<file path="src/rtl/stereo_pkg.sv">
// Shared stereo-pipeline types and helpers: default cost width, disparity index
// width helper, and cost/disparity typedefs used by the WTA stage.
package stereo_pkg;

  localparam int unsigned CW_DEF    = 5;
  localparam int unsigned NDISP_DEF = 64;
  localparam int unsigned DW_MAX    = 8;

  typedef logic [CW_DEF-1:0] cost_t;
  typedef logic [DW_MAX-1:0] disp_t;

  // Disparity index width: clog2(n), never narrower than one bit.
  function automatic int unsigned disp_width(input int unsigned n);
    return (n <= 2) ? 1 : $clog2(n);
  endfunction

endpackage

</file>
<file path="src/rtl/wta_cmp_cell.sv">
// Compare-select cell: folds one cost into the running minimum (and the
// second-best cost when STEREO_WTA_UNIQUENESS_EN is defined).
module wta_cmp_cell
  import stereo_pkg::*;
#(
  parameter int unsigned CW = CW_DEF,
  parameter int unsigned DW = 6
) (
  input  logic          i_first,
  input  logic [CW-1:0] i_cost,
  input  logic [DW-1:0] i_idx,
  input  logic [CW-1:0] i_min,
  input  logic [DW-1:0] i_min_idx,
`ifdef STEREO_WTA_UNIQUENESS_EN
  input  logic [CW-1:0] i_second,
  output logic [CW-1:0] o_second_c,
`endif
  output logic [CW-1:0] o_min_c,
  output logic [DW-1:0] o_idx_c
);

  logic w_lt;

  assign w_lt = (i_cost < i_min);

  // Strict less-than keeps the lower disparity on ties.
  always_comb begin
    o_min_c = i_min;
    o_idx_c = i_min_idx;
    if (i_first || w_lt) begin
      o_min_c = i_cost;
      o_idx_c = i_idx;
    end
  end

`ifdef STEREO_WTA_UNIQUENESS_EN
  // A displaced minimum becomes second-best; a cost equal to the minimum counts too.
  always_comb begin
    o_second_c = i_second;
    if (i_first) begin
      o_second_c = '1;
    end else if (w_lt) begin
      o_second_c = i_min;
    end else if (i_cost < i_second) begin
      o_second_c = i_cost;
    end
  end
`endif

endmodule

</file>
<file path="src/rtl/wta_disparity.sv">
// Winner-take-all disparity selection over NDISP streamed costs per pixel.
// Optional second-best uniqueness test enabled by STEREO_WTA_UNIQUENESS_EN.
module wta_disparity
  import stereo_pkg::*;
#(
  parameter  int unsigned NDISP   = NDISP_DEF,
  parameter  int unsigned CW      = CW_DEF,
  parameter  int unsigned UNIQ_TH = 2,
  localparam int unsigned DW      = disp_width(NDISP)
) (
  input  logic          i_clk,
  input  logic          i_rst,
  input  logic          i_dval,
  input  logic          i_sop,
  input  logic [CW-1:0] i_cost,
  output logic          o_dval,
  output logic [DW-1:0] o_disp,
  output logic [CW-1:0] o_cost,
  output logic          o_unique
);

  if (NDISP < 2 || NDISP > 256 || UNIQ_TH > (1 << CW)) begin : g_bad_param
    $error("wta_disparity: illegal NDISP/UNIQ_TH");
  end

  logic [DW-1:0] r_cnt;
  logic [CW-1:0] r_min;
  logic [DW-1:0] r_min_idx;

  logic          w_first;
  logic          w_last;
  logic [DW-1:0] w_idx;
  logic [DW-1:0] w_cnt_nxt;
  logic [CW-1:0] w_min;
  logic [DW-1:0] w_min_idx;
  logic          w_unique;

  // i_sop forces disparity 0, which also discards any partial pixel.
  assign w_first   = i_sop || (r_cnt == '0);
  assign w_idx     = i_sop ? '0 : r_cnt;
  assign w_last    = (w_idx == DW'(NDISP - 1));
  assign w_cnt_nxt = w_last ? '0 : w_idx + DW'(1);

`ifdef STEREO_WTA_UNIQUENESS_EN
  logic [CW-1:0] r_second;
  logic [CW-1:0] w_second;
  logic [CW:0]   w_margin;

  assign w_margin = {1'b0, w_second} - {1'b0, w_min};
  assign w_unique = (w_margin >= (CW+1)'(UNIQ_TH));

  wta_cmp_cell #(.CW(CW), .DW(DW)) u_cmp (
    .i_first    (w_first),
    .i_cost     (i_cost),
    .i_idx      (w_idx),
    .i_min      (r_min),
    .i_min_idx  (r_min_idx),
    .i_second   (r_second),
    .o_second_c (w_second),
    .o_min_c    (w_min),
    .o_idx_c    (w_min_idx)
  );

  always_ff @(posedge i_clk) begin
    if (i_rst) begin
      r_second <= '1;
    end else if (i_dval) begin
      r_second <= w_second;
    end
  end
`else
  assign w_unique = 1'b1;

  wta_cmp_cell #(.CW(CW), .DW(DW)) u_cmp (
    .i_first    (w_first),
    .i_cost     (i_cost),
    .i_idx      (w_idx),
    .i_min      (r_min),
    .i_min_idx  (r_min_idx),
    .o_min_c    (w_min),
    .o_idx_c    (w_min_idx)
  );
`endif

  // Running state advances only on accepted costs; results pulse for one cycle.
  always_ff @(posedge i_clk) begin
    if (i_rst) begin
      r_cnt     <= '0;
      r_min     <= '0;
      r_min_idx <= '0;
      o_dval    <= 1'b0;
      o_disp    <= '0;
      o_cost    <= '0;
      o_unique  <= 1'b0;
    end else begin
      o_dval <= 1'b0;
      if (i_dval) begin
        r_cnt     <= w_cnt_nxt;
        r_min     <= w_min;
        r_min_idx <= w_min_idx;
        if (w_last) begin
          o_dval   <= 1'b1;
          o_disp   <= w_min_idx;
          o_cost   <= w_min;
          o_unique <= w_unique;
        end
      end
    end
  end

endmodule

</file>
<file path="config.mk">
export PLATFORM = sky130hd
export DESIGN_NAME = wta_disparity
export DESIGN_NICKNAME = d
export VERILOG_FILES = /design/src/rtl/stereo_pkg.sv /design/src/rtl/wta_cmp_cell.sv /design/src/rtl/wta_disparity.sv
export SDC_FILE = /design/constraint.sdc
export NUM_CORES = 1
export LEC_CHECK = 0
export CORE_UTILIZATION = 30
export DETAILED_ROUTE_END_ITERATION = 16
export PLACE_DENSITY_LB_ADDON = 0.1
export SLEW_MARGIN = 10
export SYNTH_ARGS = -nofsm -noshare
export SYNTH_HDL_FRONTEND = slang
export SYNTH_HIERARCHICAL = 1
export SYNTH_SLANG_ARGS = --single-unit
</file>
<file path="constraint.sdc">
create_clock -name i_clk -period 1.8 [get_ports i_clk]
set_input_delay 0.54 -clock i_clk [delete_from_list [all_inputs] [get_ports i_clk]]
set_output_delay 0.54 -clock i_clk [all_outputs]
set_load 0.01 [all_outputs]
</file>
==> flow_summary.json <==
{
  "cp_data_required_time_ns": 2.02,
  "yosys_warnings": 6,
  "netlist_area_um2": 1829,
  "ir_drop_mv": 0.2866,
  "clockBufferDepth": 2,
  "syn_nets": 243,
  "clock_latency_ns": 0.28,
  "finalSetupViolCount": 2,
  "place_hpwl_mm": 3.419,
  "syn_inst": 229,
  "first_iter_violations": 105,
  "p_leak_nw": 1.028,
  "h-tree-depth": 2,
  "drive_above_1_share_pct": 40.27,
  "grt_max_degree": 34,
  "fp.coreArea_um2": 5886,
  "hold_path.class": "flip-flop to flip-flop",
  "die_area_um2": 6414,
  "maxSlewViolCount": 0,
  "ys_types": 36,
  "drc": 0,
  "grt_pass1_wl_mm": 8.542,
  "via_per_inst": 5.133,
  "routed_wirelength_mm": 5.550,
  "syn_to_final_growth_pct": 54.17,
  "dr_wl_met2_mm": 2.645,
  "skew_ns": 0.005571,
  "seq_area_um2": 606.8,
  "synth_top_area_share_pct": 32.83,
  "fin_crit_ns": 1.813,
  "cts_buffers": 5,
  "seq_area_frac_synth_pct": 32.83,
  "rsz0062_at_grt": "true",
  "failed_checks": "negative setup slack",
  "antenna_cells": 0,
  "wl_per_cell_um": 15.08,
  "grt.overflow.total": 0,
  "cellPowerDensity_nw_per_um2": 632.7,
  "postRouteAntennaNets": 0,
  "worstMarginPinSlew_ns": 0.4434,
  "worst_slack_ns": -0.01329,
  "die_h_um": 80.09,
  "path_max_fanout": 4,
  "syn_area_per_cell_um2": 7.988,
  "initial_core_util_pct": 31.08,
  "yosys.area.top_type": "dfxtp_1",
  "multi_input_area_um2": 1344,
  "finalCritPeriodShare_pct": 100.7,
  "p_total_mw": 1.784,
  "crit_arrival_ns": 2.03,
  "io_buffers": 21,
  "synth.area.top_cells": "dfxtp_1, nand2_1, mux2i_1",
  "wl_met1_mm": 2.667,
  "top_layer": "met4",
  "place_ws_ns": -0.7329,
  "antenna_found_initial": 0,
  "hold_viol": 0,
  "holdWs_ns": 0.4512,
  "cts_tree": "done",
  "crit_path_end_kind": "flip-flop",
  "final_net_count": 308,
  "status": "complete, but fails checks",
  "dieWidth_um": 80.09,
  "rows": 28,
  "synth-seq-cells": 30,
  "dr_wl_met3_um": 195,
  "path_clk_slew_ns": 0.06,
  "grt_pass1_vias": 1770,
  "fillerInstances": 592,
  "cts.sinks": 30,
  "startpoint_type": "input pin",
  "dr_total_vias": 1889,
  "grt_usage_pct": 17.71,
  "ioPinCount": 22,
  "cap_violations": 0,
  "gp_congestion": 0.8300,
  "root_buffer": "clkbuf_8",
  "fmax_ghz": 0.5515,
  "drt-pass1-iter-count": 4,
  "crit_type": "input pin to flip-flop",
  "relSlewSlack_pct": 70.33
}
-- report_power, final --
part | switching, mW | internal (mW)
registers | 0.0110 | 0.681
logic | 0.273 | 0.285
clock network | 0.240 | 0.294
-- per-layer routing --
layer | track usage [%] | vias up
li1 | - | 960
met1 | 22.11 | 895
met2 | 30.94 | 29
met3 | 3.068 | 5
met4 | 5.179 | 0
met5 | 0 | -
-- cells in the mapped netlist (all sizes together) --
cell type and n:
dfxtp 30, and2b 4, o41a 4, mux2i 11, o21ai 4, clkbuf 4
o21a 1, a21oi 20, nand4 3, nor2 16, a31oi 12, ha 5
nor2b 2, nand2 43, inv 6, nor3b 14, a21o 1, or4 1
a22oi 8, or2b 1, buf 12, and2 2, nand3 5, o211ai 10
nand3b 1, nor3 4, nor4 2, dlygate4sd1 1, and4 1, nand4b 1
-- area by class of cell --
cell class              count  area share [%]
multi-input cells         178           47.65
repair buffers             73           23.78
flip-flops and latches     30           21.52
well taps                  75           3.327
clock buffers               6           2.928
inverters                   6          0.7986
-- layout by cell type (no fill, tap or decap), drive strengths merged --
cell	instances
a21o	3
a21oi	20
a22oi	8
a31oi	12
and2	2
and2b	4
and4	1
buf	55
clkbuf	8
clkdlybuf4s50	15
dfxtp	30
dlygate4sd2	1
ha	5
inv	6
mux2i	11
nand2	43
nand3	5
nand3b	1
nand4	3
nand4b	1
nor2	16
nor2b	2
nor3	4
nor3b	14
nor4	2
o211ai	10
o21a	1
o21ai	4
o41a	4
or2b	1
or4	1
-- worst paths after layout --
check,from,cells after the start,end,slack (ns)
max,i_cost[2],11,o_cost[3]$_SDFFE_PP0P_,-0.01
min,o_cost[0]$_SDFFE_PP0P_,2,o_cost[0]$_SDFFE_PP0P_,0.45
max reg2reg,r_min[2]$_SDFFE_PP0P_,11,o_cost[3]$_SDFFE_PP0P_,-0.01
min reg2reg,o_cost[0]$_SDFFE_PP0P_,2,o_cost[0]$_SDFFE_PP0P_,0.45
-- cells by family after synthesis --
family                     Yosys count  share of synthesized area [%]
muxes                               11                          6.019
AOI/OAI and AO/OA                   60                          23.32
and+or+nand+nor                    100                          27.91
DFF                                 30                          32.83
buffers and inverters               23                          6.498
adders and majority gates            5                          3.420
-- state kept, by name (all words and copies together), names as in the netlist --
| name | cells |
|---|---|
| r_cnt | 6 |
| r_min_idx | 6 |
| r_min | 5 |
| o_cost | 5 |
| o_dval | 1 |
| o_disp | 6 |
| o_unique | 1 |
-- metrics by stage --
stage / utilization [%] / std cells / instance area (µm²) / setup TNS, ns
after floorplan: - / 229 / 1862 / 0
after global placement: 40.84 / 348 / 2404 / -17.23
after detailed placement: 40.84 / 348 / 2404 / -17.88
after CTS: 45.90 / 366 / 2701 / -0.1061
after global routing: 47.92 / 368 / 2820 / -0.9815
final: 47.92 / 368 / 2820 / -0.01727
-- critical path: stages --
cell	delay, ns
buf_2	0.12
ha_4	0.28
buf_6	0.09
a21oi_4	0.05
buf_6	0.11
o21a_4	0.12
buf_6	0.11
o41a_1	0.32
o211ai_2	0.09
nand2_1	0.08
a21oi_2	0.11
-- what timing repair did --
item                       in CTS  in global routing
resized for setup              39                 30
hold buffers                    0                  0
pin swaps                      18                 22
gates cloned                    2                  2
setup endpoints to repair      26                 23
buffers inserted               10                  2
(Power assumes the default switching activity.)
==> RTL change (config.mk and constraints unchanged) <==
The package constant `CW_DEF` goes from 5 to 6.
--- a/src/rtl/stereo_pkg.sv
+++ b/src/rtl/stereo_pkg.sv
@@ -2,7 +2,7 @@
 // width helper, and cost/disparity typedefs used by the WTA stage.
 package stereo_pkg;
 
-  localparam int unsigned CW_DEF    = 5;
+  localparam int unsigned CW_DEF    = 6;
   localparam int unsigned NDISP_DEF = 64;
   localparam int unsigned DW_MAX    = 8;
 
Interface: changed (resized i_cost and o_cost); port bits go from 22 to 24. No check against the original RTL was run, so the function may have changed too.
==> RTL change against the unedited design <==
- the flow still finishes with violations (setup timing)
- largest cell class unchanged
- core utilization down 1.2 points
- worst setup slack lost 0.32 ns
- critical path type is now reg2reg
- count of clock-buffer cells in the layout unchanged
- sequential cell count is 2 higher
- synthesized area fell by 7.5%
- routed wire length decreased by 33%
- die area is 7.3% lower
- via count fell by 29%
- maximum frequency shrank 15%
- sequential share of layout area rose by 4.5 points
- design area decreased by 13%
Power is not compared: it rests on default switching activity, and its combinational part moved more than twofold at a synthesized area within 25%.
==> RTL change: results (changes against the unedited design) <==
stage,metric,value,unit,change
status,status,finished with violations,,
status,violated checks,setup timing,,
clock_network,Setup Buffers After CTS,0,,-10
global_routing,GRT Total Usage,13.6,%,-4.1 points
global_routing,met3 usage,3.69,%,+0.62 points
place,IO buf count,23,,+9.5%
final_layout,Logic inverters,7,,+1
sta,Setup TNS,-6.73,ns,-6.72 ns
final_layout,share of cells above drive strength 1,29.7,%,-11 points
worst_setup_path,Critical Path AT,2.30,ns,+0.27 ns
global_routing,largest net degree at the start of global routing,45,,+32%
final_layout,FF/Latch Area,642,µm²,+5.8%
clock_network,post-CTS sizing,23,,-41%
final_layout,sequential cells,32,,+6.7%
sta,final worst slack,-0.329,ns,-0.316 ns
yosys,synthesized-area fraction occupied by adder cells,4.43,%,+1.0 points
final_layout,Clock-cell share,4.37,%,+1.4 points
final_layout,Multi-input gate area,1110,µm²,-17%
yosys,commonest cells in the netlist,"dfxtp_1, nand2b_1, mux2i_1",,
worst_setup_path,R2R cell count,9,,-2
place,DP Worst Slack,-0.764,ns,-0.0307 ns
route,WL/cell,12.7,µm,-16%
yosys,fraction of synthesized area in multiplexers,22.2,%,+16 points
final_layout,filler instances,520,,-12%
route,Via density,4.62,,-9.9%
place,placed insts,283,,-19%
worst_setup_path,Critical Path Max Stage Delay,0.34,ns,+0.02 ns
route,met2 wire len,1.73,mm,-35%
yosys,Synth Area in Compound Gates,8.28,%,-15 points
sta,clk_skew,0.00384,ns,-0.00173 ns
final_layout,fin nets,237,,-23%
place,HPWL after DPL,2.56,mm,-25%
yosys,Mapped Cells,174,,-24%
route,final WL,3.70,mm,-33%
place,placed cell areas,2230,µm²,-7.2%
global_routing,vias in the first global route,1405,,-21%
final_layout,fraction of area in multi-input gates,45.3,%,-2.4 points
sta,"Setup violations, final",24,,+22
yosys,top cells by area in the synthesized netlist,"dfxtp_1, mux2i_1, nand2b_1, mux2_2, ha_1",,
final_layout,P&R area growth vs syn,45.5,%,
final_layout,Non-CTS buffers,49,,-33%
yosys,post-synthesis cell type count,34,,-5.6%
yosys,syn nets,190,,-22%
worst_setup_path,"Largest delay share family, worst path",simple AND/OR/NAND/NOR gates,,
yosys,"Seq/Total Area, Yosys",37.8,%,+5.0 points
route,met3 WL,126,µm,-35%
-- RTL change: cell types whose count changed in the layout (fill, tap and decap cells not counted), sizes merged, moves of 10 or more --
cell | unedited run | this run
a21oi | 20 | 6
a31oi | 12 | 2
buf | 55 | 25
mux2 | 0 | 12
mux2i | 11 | 24
nand2 | 43 | 7
nand2b | 0 | 26
nor3b | 14 | 0
-- RTL change: final timing paths --
| kind | slack, ns | startpoint | end |
|---|---|---|---|
| worst max-delay path | -0.33 | r_cnt[3] | r_min_idx[4] |
| worst min-delay path | 0.47 | o_disp[5] | o_disp[5] |
| worst max register to register | -0.33 | r_cnt[3] | r_min_idx[4] |
| worst min register to register | 0.47 | o_disp[5] | o_disp[5] |
-- RTL change: where the power goes --
| group | switching (µW) | leakage (µW) | internal, µW |
|---|---|---|---|
| Combinational | 107 | 0.000665 | 135 |
| Sequential | 9.26 | 0.000260 | 721 |
| Clock | 264 | 0.0000552 | 411 |
